File: src/rtl/mc_port_arb.sv
// mc_port_arb: round-robin arbiter funnelling NUM_REQ upstream request ports into one
// memory-controller request port, and steering MC responses back to their requesters by
// the ID carried in the top IDW bits of rtnctl.
// Optional build macro: MC_ARB_PERF_EN adds per-requester grant counters and an MC stall
// cycle counter. When it is undefined, both perf outputs are tied to zero and no counter
// logic is built.
module mc_port_arb #(
  parameter int unsigned NUM_REQ      = 4,
  parameter int unsigned RTNCTL_WIDTH = 32,
  localparam int unsigned IDW = $clog2(NUM_REQ),
  localparam int unsigned RCW = RTNCTL_WIDTH - IDW,
  localparam int unsigned RQW = 3 + 4 + 2 + 48 + 64 + RCW,
  localparam int unsigned RSW = 3 + 4 + 64 + RCW
) (
  input  logic                      clk,
  input  logic                      i_reset,
  // upstream request ports
  input  logic [NUM_REQ-1:0]        rq_vld,
  input  logic [NUM_REQ*RQW-1:0]    rq_pkt,
  output logic [NUM_REQ-1:0]        rq_stall,
  // MC request port
  output logic                      mc_rq_vld,
  output logic [2:0]                mc_rq_cmd,
  output logic [3:0]                mc_rq_scmd,
  output logic [1:0]                mc_rq_size,
  output logic [47:0]               mc_rq_vadr,
  output logic [63:0]               mc_rq_data,
  output logic [RTNCTL_WIDTH-1:0]   mc_rq_rtnctl,
  input  logic                      mc_rq_stall,
  // MC response port
  input  logic                      mc_rs_vld,
  input  logic [2:0]                mc_rs_cmd,
  input  logic [3:0]                mc_rs_scmd,
  input  logic [63:0]               mc_rs_data,
  input  logic [RTNCTL_WIDTH-1:0]   mc_rs_rtnctl,
  output logic                      mc_rs_stall,
  // upstream response ports
  output logic [NUM_REQ-1:0]        rs_vld,
  output logic [RSW-1:0]            rs_pkt,
  input  logic [NUM_REQ-1:0]        rs_stall,
  // performance counters
  output logic [NUM_REQ*32-1:0]     perf_grants,
  output logic [31:0]               perf_stall_cyc
);

  // ---------------------------------------------------------------------------
  // Request path: output slot state
  // ---------------------------------------------------------------------------
  logic               r_slot_vld;
  logic [2:0]         r_cmd;
  logic [3:0]         r_scmd;
  logic [1:0]         r_size;
  logic [47:0]        r_vadr;
  logic [63:0]        r_data;
  logic [IDW-1:0]     r_id;
  logic [RCW-1:0]     r_rtnctl;
  logic [IDW-1:0]     r_last_grant;

  logic               w_loadable;
  logic               w_drain;
  logic               w_gnt_vld;
  logic [IDW-1:0]     w_gnt_idx;
  logic [IDW-1:0]     w_cand;
  logic               w_grant;
  logic [RQW-1:0]     w_sel_pkt;

  // Slot can take a new request when empty or when its current content leaves this cycle.
  assign w_drain    = r_slot_vld && !mc_rq_stall;
  assign w_loadable = !r_slot_vld || !mc_rq_stall;

  // Round-robin search starting one past the last granted requester.
  always_comb begin
    w_gnt_vld = 1'b0;
    w_gnt_idx = '0;
    w_cand    = '0;
    for (int unsigned k = 1; k <= NUM_REQ; k++) begin
      // IDW-bit add wraps naturally because NUM_REQ is a power of two
      w_cand = r_last_grant + IDW'(k);
      if (!w_gnt_vld && rq_vld[w_cand]) begin
        w_gnt_vld = 1'b1;
        w_gnt_idx = w_cand;
      end
    end
  end

  assign w_grant   = w_loadable && w_gnt_vld && !i_reset;
  assign w_sel_pkt = rq_pkt[w_gnt_idx*RQW +: RQW];

  // Back-pressure: only the requester granted this cycle sees its stall released.
  always_comb begin
    rq_stall = '1;
    if (w_grant) begin
      rq_stall[w_gnt_idx] = 1'b0;
    end
  end

  // Output slot: load on grant, empty on drain, otherwise hold (covers the stalled case).
  always_ff @(posedge clk or posedge i_reset) begin
    if (i_reset) begin
      r_slot_vld <= 1'b0;
      r_cmd      <= '0;
      r_scmd     <= '0;
      r_size     <= '0;
      r_vadr     <= '0;
      r_data     <= '0;
      r_id       <= '0;
      r_rtnctl   <= '0;
    end else if (w_grant) begin
      r_slot_vld <= 1'b1;
      r_cmd      <= w_sel_pkt[RQW-1 -: 3];
      r_scmd     <= w_sel_pkt[RQW-4 -: 4];
      r_size     <= w_sel_pkt[RQW-8 -: 2];
      r_vadr     <= w_sel_pkt[RQW-10 -: 48];
      r_data     <= w_sel_pkt[RCW+63 : RCW];
      r_id       <= w_gnt_idx;
      r_rtnctl   <= w_sel_pkt[RCW-1:0];
    end else if (w_drain) begin
      r_slot_vld <= 1'b0;
    end
  end

  // Last-grant pointer; reset value makes requester 0 the first in line.
  always_ff @(posedge clk or posedge i_reset) begin
    if (i_reset) begin
      r_last_grant <= IDW'(NUM_REQ - 1);
    end else if (w_grant) begin
      r_last_grant <= w_gnt_idx;
    end
  end

  assign mc_rq_vld    = r_slot_vld;
  assign mc_rq_cmd    = r_cmd;
  assign mc_rq_scmd   = r_scmd;
  assign mc_rq_size   = r_size;
  assign mc_rq_vadr   = r_vadr;
  assign mc_rq_data   = r_data;
  // ID field comes from the arbiter, so a requester cannot spoof another's responses
  assign mc_rq_rtnctl = {r_id, r_rtnctl};

  // ---------------------------------------------------------------------------
  // Response path: independent of the request path
  // ---------------------------------------------------------------------------
  logic [NUM_REQ-1:0] r_rs_vld;
  logic [RSW-1:0]     r_rs_pkt;
  logic [IDW-1:0]     w_rs_id;

  assign w_rs_id     = mc_rs_rtnctl[RTNCTL_WIDTH-1 -: IDW];
  // Any stalled requester stalls the MC; in-flight skid responses are still forwarded.
  assign mc_rs_stall = |rs_stall;

  // Register the response and steer valid to the requester named in the ID field.
  always_ff @(posedge clk or posedge i_reset) begin
    if (i_reset) begin
      r_rs_vld <= '0;
      r_rs_pkt <= '0;
    end else begin
      r_rs_vld <= mc_rs_vld ? (NUM_REQ'(1) << w_rs_id) : '0;
      if (mc_rs_vld) begin
        r_rs_pkt <= {mc_rs_cmd, mc_rs_scmd, mc_rs_data, mc_rs_rtnctl[RCW-1:0]};
      end
    end
  end

  assign rs_vld = r_rs_vld;
  assign rs_pkt = r_rs_pkt;

  // ---------------------------------------------------------------------------
  // Performance counters
  // ---------------------------------------------------------------------------
`ifdef MC_ARB_PERF_EN
  logic [NUM_REQ*32-1:0] r_perf_grants;
  logic [31:0]           r_perf_stall_cyc;

  // Count accepted requests per requester and MC-stalled cycles; both wrap at 2^32.
  always_ff @(posedge clk or posedge i_reset) begin
    if (i_reset) begin
      r_perf_grants    <= '0;
      r_perf_stall_cyc <= '0;
    end else begin
      if (w_grant) begin
        r_perf_grants[w_gnt_idx*32 +: 32] <= r_perf_grants[w_gnt_idx*32 +: 32] + 32'd1;
      end
      if (r_slot_vld && mc_rq_stall) begin
        r_perf_stall_cyc <= r_perf_stall_cyc + 32'd1;
      end
    end
  end

  assign perf_grants    = r_perf_grants;
  assign perf_stall_cyc = r_perf_stall_cyc;
`else
  assign perf_grants    = '0;
  assign perf_stall_cyc = '0;
`endif

endmodule

File: config.mk
export PLATFORM = sky130hd
export DESIGN_NAME = mc_port_arb
export DESIGN_NICKNAME = d
export VERILOG_FILES = /design/src/rtl/mc_port_arb.sv
export SDC_FILE = /design/constraint.sdc
export NUM_CORES = 1
export LEC_CHECK = 0
export CAP_MARGIN = 0
export CELL_PAD_IN_SITES_DETAIL_PLACEMENT = 1
export CELL_PAD_IN_SITES_GLOBAL_PLACEMENT = 2
export CORE_AREA = 3 3 443 445
export DETAILED_ROUTE_END_ITERATION = 10
export DIE_AREA = 0 0 446 448
export GPL_TIMING_DRIVEN = 1
export PLACE_DENSITY = 0.51
export SYNTH_ARGS = -nofsm -noshare
export SYNTH_HDL_FRONTEND = slang
export SYNTH_SLANG_ARGS = --single-unit
File: constraint.sdc
create_clock -name clk -period 16.3 [get_ports clk]
set_input_delay 3.26 -clock clk [delete_from_list [all_inputs] [get_ports clk]]
set_output_delay 3.26 -clock clk [all_outputs]
set_load 0.005 [all_outputs]
# Word-level counts from Yosys, hierarchy flattened
# Index checks and enable logic that the tools add are counted.
dict set report totals {
  reg_bits 261
  inputBits 719
  out_inout_bits 424
  wordCells 62
}
dict set report op_classes {
  addsub 3
  n_mul 1
  n_lt_le_gt_ge 6
  shift 2
  mux 22
  bitwise 1
  n_reduce_logical 16
}
# op n
set ops {}
lappend ops {{variable part select 604 x 11 -> 151 bit} 1}
lappend ops {{< comparator 2 x 3 -> 1 bit, second input constant} 5}
lappend ops {{2-to-1 mux 1 bit} 11}
lappend ops {{multiplier 2 x 8 -> 10 bit, second input constant} 1}
lappend ops {{binary-select mux 1 bit (select 2 bit)} 4}
lappend ops {{2-to-1 mux 2 bit} 4}
lappend ops {{2-to-1 mux 4 bit} 2}
lappend ops {{logical AND 1 bit} 7}
lappend ops {{zero test 1 bit} 6}
lappend ops {{adder 2 bit, second input constant} 2}
lappend ops {{inverter 4 bit} 1}
lappend ops {{OR reduction 4 bit} 1}
lappend ops {{left shift 1 x 2 -> 4 bit, first input constant} 1}
lappend ops {{adder 2 x 1 -> 2 bit, second input constant} 1}
lappend ops {{demux 1 bit (select 2 bit)} 1}
lappend ops {{>= comparator 2 x 1 -> 1 bit, second input constant} 1}
lappend ops {{nonzero test 2 bit} 1}
lappend ops {{logical OR 1 bit} 1}

# Logic depth before layout (Yosys ltp)
# Gate-level depths: netlist (run 1).
dict set report logic_depth {
  word_depth 19
  mapped_depth 9
  depth_no_buf 5
}

# Worst setup path after synthesis (run 1)
# Ideal clock, no wire load.
dict set report synth_path {
  path_kind {input to output}
  startpoint {in rq_vld[1]}
  endpoint {out rq_stall[3]}
  arrival_time_ns 4.559
  t_required_ns 13.040
  setup_slack_ns 8.481
  stages 8
  n_path_buf 4
  path_cell_list {buf_2 -> nor2_1 -> o21a_1 -> buf_2 -> buf_2 -> buf_4 -> nand2_1 -> or3_1}
}
dict set report synth_between {
  elab_chain_cells 18
  word_cells_on_any_way 31
  cone_classes {order compare (2); mux (19); bitwise (1); reduce/logical (9)}
}
# element line_no
set synth_lines {}
lappend synth_lines {{start, declared} 18} ;# input logic [NUM_REQ-1:0] rq_vld,
lappend synth_lines {{binary-select mux 1 bit (select 2 bit)} 79} ;# if (!w_gnt_vld && rq_vld[w_cand]) begin
lappend synth_lines {{2-to-1 mux 1 bit (not written as such)} 79}
lappend synth_lines {{2-to-1 mux 1 bit} 79}
lappend synth_lines {{zero test 1 bit} 79}
lappend synth_lines {{logical AND 1 bit} 79}
lappend synth_lines {{2-to-1 mux 1 bit} 79}
lappend synth_lines {{zero test 1 bit} 79}
lappend synth_lines {{logical AND 1 bit} 79}
lappend synth_lines {{[... 2 more ...]} n/a}
lappend synth_lines {{logical AND 1 bit} 79}
lappend synth_lines {{2-to-1 mux 2 bit} 79}
lappend synth_lines {{< comparator 2 x 3 -> 1 bit (not written as such) or >= comparator 2 x 1 -> 1 bit (tied branches)} 93} ;# rq_stall[w_gnt_idx] = 1'b0;
lappend synth_lines {{logical AND 1 bit (not written as such)} 93}
lappend synth_lines {{2-to-1 mux 1 bit (not written as such)} 93}
lappend synth_lines {{demux 1 bit (select 2 bit)} 93}
lappend synth_lines {{inverter 4 bit (no line)} n/a}
lappend synth_lines {{2-to-1 mux 4 bit (*)} 92} ;# if (w_grant) begin
lappend synth_lines {{end, declared} 20} ;# output logic [NUM_REQ-1:0] rq_stall,
# Mark *: on every way between the ends. The rest lies on a longest branch, timed or not. The select of a mux whose other input is x is not followed.

# Final worst setup path (run 1)
dict set report layout_path {
  startpoint {in rq_vld[1]}
  endpoint {out rq_stall[2]}
}
# The elaborated chain is that of the path after synthesis.

==> results.yml, run 1 <==
sta:
  slew_violations: 0
  worst_pin_slew_ns: 1.067
  finalHoldViolations: 0
  grt_setup_unrepaired: "no"
  finalCriticalPeriod_ns: 9.917
  hold-worst-slack_ns: 0.5060
  period_share_pct: 60.84
  relSlewSlack_pct: 28.85
  fin_tns_setup_ns: 0
  setup_violations: 0
  max_freq_mhz: 100.8
  fin_worst_skew_ns: 0.04129
placement:
  dpl-instance-area_mm2: 0.02699
  routabilityCongestion: 0.7998
  dp_hpwl_mm: 117.4
  placedCellCount: 4863
  io_buffers: 982
setup_path:
  critPathMaxFanout: 44
  start_kind: "input pin"
  worst_setup_path_end_kind: "output port"
  cp_data_required_time_ns: 13.04
  critPathKind: "input pin to output port"
  crit_arrival_ns: 6.66
yosys:
  synth_top_family_by_area: "compound AO/OA/AOI/OAI gates"
  syn_avg_cell_area_um2: 10.03
  yosys_register_bits: 261
  syn-instance-count: 1490
  syn_area_mm2: 0.01494
  synth-xor-area-share_pct: 0
  synthSimpleGateAreaFrac_pct: 6.046
  synth_warnings: 0
  synthAdderAreaFrac_pct: 0
  ys_seq_area_share_pct: 43.73
  synth.distinct_cells: 34
  synth_compound_area_share_pct: 29.88
  synthMuxAreaShare_pct: 7.679
clock_network:
  clockBufferDepth: 3
  holdBufCountCts: 0
  cts_tree: "built"
  cts.sinks: 261
  cts_made_buffers: 43
  htreeDepth: 2
  clk_pin_slew_ns: 0.06
  ctsResizeCount: 0
  post_cts_buffers: 0
  cts_root_buffer: "clkbuf_16"
  insertion_delay_ns: 0.66
worst_hold_path:
  hold_class: "flip-flop to flip-flop"
pwr:
  ir_drop_mv: 0.06399
  powerDensity_mw_per_mm2: 111.5
  p_total_uw: 3191
  leakage_uw: 0.01030
drt:
  initialDrtViolationCount: 1065
  route.vias.total: 16910
  wl_mm: 145.8
  first_pass_iters: 5
  wl_per_cell_um: 29.37
  ant_nets: 0
  drc: 0
  vias_per_cell: 3.406
floorplan:
  core_mm2: 0.1926
  pin_count: 1143
  dieHeight_um: 448
  initial_core_util_pct: 7.759
  rows: 161
  die-area_mm2: 0.1998
  die_w_um: 446
outcome:
  outcome: "completed"
finish:
  final_area_mm2: 0.02862
  nNetsFinal: 3101
  final_layout_size_suffix_gt1_share_pct: 9.102
  fin_cells: 4965
  area_growth_pct: 91.56
global_routing:
  grt-ovfl-total: 0
  grt_pass1_vias: 17370
  grt_pass1_wl_mm: 182.2
  grt_max_degree: 92
  antenna_found_initial: 79
  grt_usage_pct: 13.72
flow_run:
  timing.max_cap.violations: 0
==> registers in the layout, indices dropped and copies added, names as in the netlist, 3 cells and up <==
signal,cells
mc_rq_vadr,48
mc_rq_scmd,4
rs_vld,4
r_rtnctl,30
mc_rq_data,64
mc_rq_cmd,3
rs_pkt,101
==> synth_stat cells (all sizes together) <==
cell type	n	area [µm²]
a21o	1	7.510
a21oi	156	780.8
a221o	151	1511
a31o	1	8.760
a31oi	1	12.51
and2	1	6.260
and3	1	6.260
and3b	1	8.760
buf	219	1488
clkbuf	105	394.1
conb	1	3.750
dfrtp	259	6481
dfstp	2	52.55
inv	2	7.510
mux2	101	1137
mux2i	1	10.01
nand2	11	41.29
nand3	153	770.7
nand3b	1	7.510
nor2	6	22.52
nor2b	1	6.260
nor3b	1	7.510
o211a	1	10.01
o211ai	1	12.51
o21a	1	7.510
o21ai	155	779.5
o221a	1	11.26
o22a	151	1323
or3	3	18.77
or4	1	7.510
==> placed cells by master, fill, tap and decap left out, drive strengths merged <==
master,netlist,routed
a221o,151,151
buf,219,31
mux2i,1,1
clkinvlp,0,6
o211ai,1,1
conb,1,160
a21oi,156,156
nand2,11,11
clkinv,0,8
dfstp,2,2
nand3,153,153
o211a,1,1
clkdlybuf4s50,0,981
o221a,1,1
nor3b,1,1
clkbuf,105,58
and3b,1,1
and3,1,1
nand3b,1,1
inv,2,3
or3,3,3
a21o,1,1
and2,1,1
dfrtp,259,259
o21a,1,1
nor2b,1,1
bufinv,0,7
nor2,6,6
diode,0,22
o21ai,155,155
or4,1,1
mux2,101,101
a31o,1,1
a31oi,1,1
o22a,151,151
==> where the power goes <==
part           switching [µW]  internal (µW)  leakage, µW  total [µW]
Clock                     421            645     0.000755        1070
Sequential                101            783      0.00298         884
Combinational             649            592      0.00657        1240
Total                    1170           2020       0.0103        3190
==> routing by layer <==
metal / vias to the layer above / global-route usage [%] / routed length, µm
li1: 7245 / - / -
met1: 8698 / 16.83 / 59480
met2: 769 / 22.88 / 70110
met3: 158 / 4.969 / 13130
met4: 42 / 3.069 / 2837
met5: - / 0 / 271
==> critical path, cell delays in order <==
cell and delay, ns:
clkdlybuf4s50_1 0.81, nor2_1 0.23, a21oi_1 0.44, and2_4 0.63
buf_4 0.56, nand3_1 0.15, clkdlybuf4s50_1 0.50
==> cells by family after synthesis <==
logic type / after synthesis
compound gates: 620
buf+inv: 326
flops: 261
mux: 102
other cells: 1
simple gates: 180
==> cell type report <==
| cell class | count | area [µm²] |
|---|---|---|
| inverters | 2 | 15.01 |
| diodes | 22 | 55.05 |
| clock inverters | 22 | 341.6 |
| repair buffers | 1012 | 10100 |
| clock buffers | 58 | 1232 |
| flip-flops and latches | 261 | 6534 |
| multi-input cells | 1062 | 7182 |
| well taps | 2526 | 3161 |
| fillers | 22360 | 164000 |
==> metrics by stage <==
stage	setup WS [ns]	utilization (%)
final	6.383	14.86
after global placement	6.244	14.02
after detailed placement	6.238	14.02
after floorplan	5.860	-
after global routing	6.172	14.84
after CTS	6.232	14.83
==> final timing paths <==
path,startpoint,endpoint,slack (ns),cells past startpoint
setup / recovery,rq_vld[1],rq_stall[2],6.38,7
min in group asynchronous,i_reset,r_rtnctl[26],3.45,2
hold reg to reg,mc_rq_vadr[33],mc_rq_vadr[33],0.51,1
setup reg to reg,r_last_grant[1],mc_rq_vadr[14],12.92,6
max in group asynchronous,i_reset,rs_pkt[91],11.28,3
hold / removal,mc_rq_vadr[33],mc_rq_vadr[33],0.51,1
Note: power is estimated with default switching activity, not from simulation.
==> run 2: changes to the inputs <==
Settings changed: CORE_AREA 3 3 443 445 to 3 3 440 442, DIE_AREA 0 0 446 448 to 0 0 443 445, PLACE_DENSITY 0.51 to 0.53.
Clock period 16.3 ns to 8.5 ns, I/O delays scaled along.
==> run 2 against run 1 <==
Effect of this change: via count fell by 0.17%; cell area is 0.65% lower; sequential power rose by 92%; clock-buffer cell count grew 3; critical endpoint unchanged; largest cell class unchanged; largest power group unchanged.
==> results.yml, run 2 (synthesized netlist as in run 1, its figures left out) <==
outcome:
  outcome: "completed"
placement:
  routabilityCongestion: 0.8304
  dp_slack_ns: 2.355
  dp_hpwl_mm: 114.1
  io_buffers: 982
  dpl-instance-area_mm2: 0.02698
global_routing:
  antenna_found_initial: 90
  grt-ovfl-total: 0
  grt_pass1_vias: 17600
  grt_max_degree: 116
  grt_usage_pct: 13.77
  grt_pass1_wl_mm: 182.2
sta:
  relSlewSlack_pct: 32.49
  fin_worst_skew_ns: 0.04093
  slew_violations: 0
  finalCriticalPeriod_ns: 6.111
  fin_tns_setup_ns: 0
  finalHoldViolations: 0
  worst_pin_slew_ns: 1.013
  hold-worst-slack_ns: 0.5018
  period_share_pct: 71.89
  setup_violations: 0
  fin_ws_ns: 2.389
  grt_setup_unrepaired: "no"
  max_freq_mhz: 163.6
pwr:
  powerDensity_mw_per_mm2: 207.7
  leakage_uw: 0.01021
  ir_drop_mv: 0.1202
setup_path:
  path_cells: "clkdlybuf4s50_1 > nor2_1 > a21oi_1 > and2_4 > nand3_1 > clkdlybuf4s50_1"
  path_common_cell: "clkdlybuf4s50_1"
  start_kind: "input pin"
  cp_slowest_stage_delay_ns: 0.81
  critPathMaxFanout: 54
  critPathKind: "input pin to output port"
  crit_arrival_ns: 4.41
  slowest_stage: "and2_4"
  worst_setup_path_end_kind: "output port"
  cp_data_required_time_ns: 6.80
floorplan:
  die_w_um: 443
  core_mm2: 0.1900
  rows: 160
  die-area_mm2: 0.1971
  pin_count: 1143
  dieHeight_um: 445
  initial_core_util_pct: 7.865
clock_network:
  holdBufCountCts: 0
  insertion_delay_ns: 0.66
  ctsResizeCount: 0
  cts_tree: "built"
  post_cts_buffers: 0
  cts_made_buffers: 43
  cts_root_buffer: "clkbuf_16"
  htreeDepth: 2
  cts.sinks: 261
  clk_pin_slew_ns: 0.06
  clockBufferDepth: 3
finish:
  nNetsFinal: 3097
  fin_util_pct: 14.97
  final_area_mm2: 0.02844
  final_layout_size_suffix_gt1_share_pct: 8.548
  area_growth_pct: 90.32
  layout_commonest_cell: "clkdlybuf4s50_1"
  final_cell_mix: "981 x clkdlybuf4s50_1, 259 x dfrtp_1, 160 x conb_1, 156 x a21oi_1, 154 x o21ai_0"
  n_fill_cell: 22060
  multiInputGateArea_mm2: 0.007182
  regArea_mm2: 0.006534
  largest_reg_flops: 101
worst_hold_path:
  hold_class: "flip-flop to flip-flop"
flow_run:
  timing.max_cap.violations: 0
drt:
  initialDrtViolationCount: 1324
  wl_per_cell_um: 28.87
  vias_per_cell: 3.411
  route.vias.total: 16880
  first_pass_iters: 5
  ant_nets: 0
  drc: 0
  wl_mm: 142.9
run 2: changes by cell type in the layout (fill, tap and decap cells not counted), sizes merged:
cell | previous run | this run
buf | 31 | 27
bufinv | 7 | 1
clkbuf | 58 | 61
clkinvlp | 6 | 4
diode | 22 | 29
inv | 3 | 5
run 2: final timing paths:
kind / start / to / slack (ns) / cells after the start
setup reg to reg: r_last_grant[1] / mc_rq_data[35] / 5.19 / 6
setup / recovery: rq_vld[1] / rq_stall[2] / 2.39 / 6
hold / removal: mc_rq_vadr[30] / mc_rq_vadr[30] / 0.50 / 1
hold reg to reg: mc_rq_vadr[30] / mc_rq_vadr[30] / 0.50 / 1
max in group asynchronous: i_reset / mc_rq_data[23] / 5.62 / 4
min in group asynchronous: i_reset / mc_rq_data[45] / 1.65 / 3
run 2: layer usage:
layer  vias up  part of all wire, %  global-route usage, %
li1       7223                    -                      -
met1      8703                   41                  16.80
met2       751                   47                  22.66
met3       171                  8.4                  4.737
met4        36                  3.1                  4.332
met5         -                 0.16                      0
run 2: per-stage QoR:
stage	instances	power (µW)
after CTS	4921	6078
after global placement	4844	4152
after global routing	4932	6231
final	4950	5906
after detailed placement	4844	4161
after floorplan	1649	2587
run 2: layout make-up:
cell class,count,area share (%)
repair buffers,1008,35.55
multi-input cells,1062,25.26
flip-flops and latches,261,22.98
well taps,2511,11.05
clock buffers,61,4.233
clock inverters,16,0.6424
diodes,29,0.2552
inverters,2,0.03960
run 2: critical path, delay by kind of cell:
kind                   cells  cell delay, ns
buffers and inverters      2            1.17
AO/OA/AOI/OAI              1            0.37
AND/OR/NAND/NOR            3            1.13
run 2: power breakdown:
group	leakage [µW]	switching, µW	internal [µW]
Combinational	0.00656	1250	1140
Clock	0.000670	798	1030
Sequential	0.00298	193	1500
==> run 3: changes to the inputs <==
Clock period 8.5 ns to 5.5 ns, I/O delays scaled along.
==> run 3 against run 2 <==
Effect of this change: global-route usage barely moved; sequential share of layout area barely moved; die area did not move; clock-buffer cell count did not move; first-iteration DRC count fell by 6.9%; clock power rose by 49%; largest cell class unchanged; final cell count barely moved; critical path type unchanged; wire length barely moved; worst setup slack got worse by 2.0 ns; critical path depth did not move; via count rose by 1.4%.
==> results.yml, run 3 (synthesized netlist as in run 1, its figures left out) <==
setup_path:
  r2r_end: "mc_rq_data[62]"
  path_common_cell: "clkdlybuf4s50_1"
  crit_arrival_ns: 3.98
  path_cells: "clkdlybuf4s50_1 > nor2_1 > a21oi_1 > nand2_4 > or3_1 > clkdlybuf4s50_1"
  slowest_stage: "clkdlybuf4s50_1"
  r2r-start: "r_last_grant[1]"
  worst_setup_path_end_kind: "output port"
  critPathKind: "input pin to output port"
  regToRegSetupSlack_ns: 2.53
  cp_data_required_time_ns: 4.40
  critPathMaxFanout: 13
  critPathCapture: "rq_stall[1]"
  start_kind: "input pin"
  startpoint: "rq_vld[1]"
  cp_slowest_stage_delay_ns: 0.96
  reg2reg_depth: 6
clock_network:
  cts.sinks: 261
  cts_made_buffers: 41
  insertion_delay_ns: 0.61
  cts_tree: "built"
  holdBufCountCts: 0
  clk_pin_slew_ns: 0.05
  htreeDepth: 2
  cts_root_buffer: "clkbuf_16"
  ctsResizeCount: 0
  post_cts_buffers: 0
  clockBufferDepth: 3
sta:
  relSlewSlack_pct: 28.99
  finalHoldViolations: 0
  grt_setup_unrepaired: "no"
  finalCriticalPeriod_ns: 5.083
  fin_tns_setup_ns: 0
  setup_violations: 0
  period_share_pct: 92.43
  slew_violations: 0
  worst_pin_slew_ns: 1.065
  max_freq_mhz: 196.7
  fin_worst_skew_ns: 0.03275
drt:
  wl_per_cell_um: 28.90
  route.vias.total: 17120
  first_pass_iters: 5
  drc: 0
  initialDrtViolationCount: 1233
  vias_per_cell: 3.461
  wl_mm: 142.9
  ant_nets: 0
floorplan:
  die-area_mm2: 0.1971
  core_mm2: 0.1900
  initial_core_util_pct: 7.865
  dieHeight_um: 445
  die_w_um: 443
  pin_count: 1143
  rows: 160
finish:
  layout_commonest_cell: "clkdlybuf4s50_1"
  final_cell_mix: "981 x clkdlybuf4s50_1, 259 x dfrtp_1, 160 x conb_1, 156 x a21oi_1, 154 x o21ai_0"
  largest_reg_flops: 101
  nNetsFinal: 3099
  final_layout_size_suffix_gt1_share_pct: 8.586
  fin_util_pct: 14.97
  area_growth_pct: 90.38
outcome:
  outcome: "completed"
global_routing:
  grt-ovfl-total: 0
  antenna_found_initial: 108
  grt_pass1_vias: 17490
  grt_max_degree: 152
  grt_usage_pct: 13.74
  grt_pass1_wl_mm: 181.7
placement:
  io_buffers: 982
  dp_hpwl_mm: 113.6
  routabilityCongestion: 0.8292
pwr:
  leakage_uw: 0.01022
  powerDensity_mw_per_mm2: 318.4
  ir_drop_mv: 0.1925
flow_run:
  timing.max_cap.violations: 0
worst_hold_path:
  hold_class: "flip-flop to flip-flop"
==> run 3: power breakdown <==
| part | switching, µW | internal [µW] |
|---|---|---|
| combinational | 1950 | 1770 |
| sequential | 295 | 2320 |
| clock | 1170 | 1560 |
==> run 3: final cells by class <==
| cell class | instances | area (µm²) |
|---|---|---|
| Fill cell | 22100 | 161500 |
| Timing Repair Buffer | 1012 | 10190 |
| Multi-Input combinational cell | 1062 | 7182 |
| Sequential cell | 261 | 6534 |
| Tap cell | 2511 | 3142 |
| Clock buffer | 61 | 1192 |
| Clock inverter | 13 | 135.1 |
| Antenna cell | 24 | 60.06 |
| Inverter | 2 | 11.26 |
==> run 3: per-stage QoR <==
| step | total power [µW] | cells | worst slack, ns | hold slack, ns | cell area [µm²] |
|---|---|---|---|---|---|
| 2_1_floorplan | 3998 | 1649 | 0.9601 | 0.4733 | 15540 |
| 3_3_place_gp | 6407 | 4848 | 0.4191 | 0.4899 | 27060 |
| 3_5_place_dp | 6439 | 4848 | 0.4029 | 0.4944 | 27060 |
| 4_1_cts | 9295 | 4922 | 0.4034 | 0.5079 | 28390 |
| 5_1_grt | 9540 | 4933 | 0.3030 | 0.5182 | 28410 |
| 6_report | 9058 | 4946 | 0.4165 | 0.5046 | 28450 |
==> run 3: metal layers <==
metal | vias up | track usage (%) | wire, µm
met2 | 843 | 22.33 | 67220
met3 | 191 | 4.582 | 12680
met1 | 8821 | 17.05 | 58580
li1 | 7208 | - | -
met5 | - | 0 | 349
met4 | 54 | 4.369 | 4104
==> run 3: worst min path at each step <==
stage                             start       endpoint  cells past startpoint
after global placement    mc_rq_data[3]  mc_rq_data[3]                      1
after global routing       r_rtnctl[27]   r_rtnctl[27]                      1
final                        rs_pkt[19]     rs_pkt[19]                      1
after CTS                    rs_pkt[19]     rs_pkt[19]                      1
after floorplan                 r_id[1]        r_id[1]                      2
after detailed placement     rs_pkt[73]     rs_pkt[73]                      1
==> run 3: worst max-delay path: cells and delay by family <==
| family | cells | cell delay, ns |
|---|---|---|
| AOI/OAI and AO/OA | 1 | 0.45 |
| buffers and inverters | 2 | 1.44 |
| and+or+nand+nor | 3 | 0.97 |
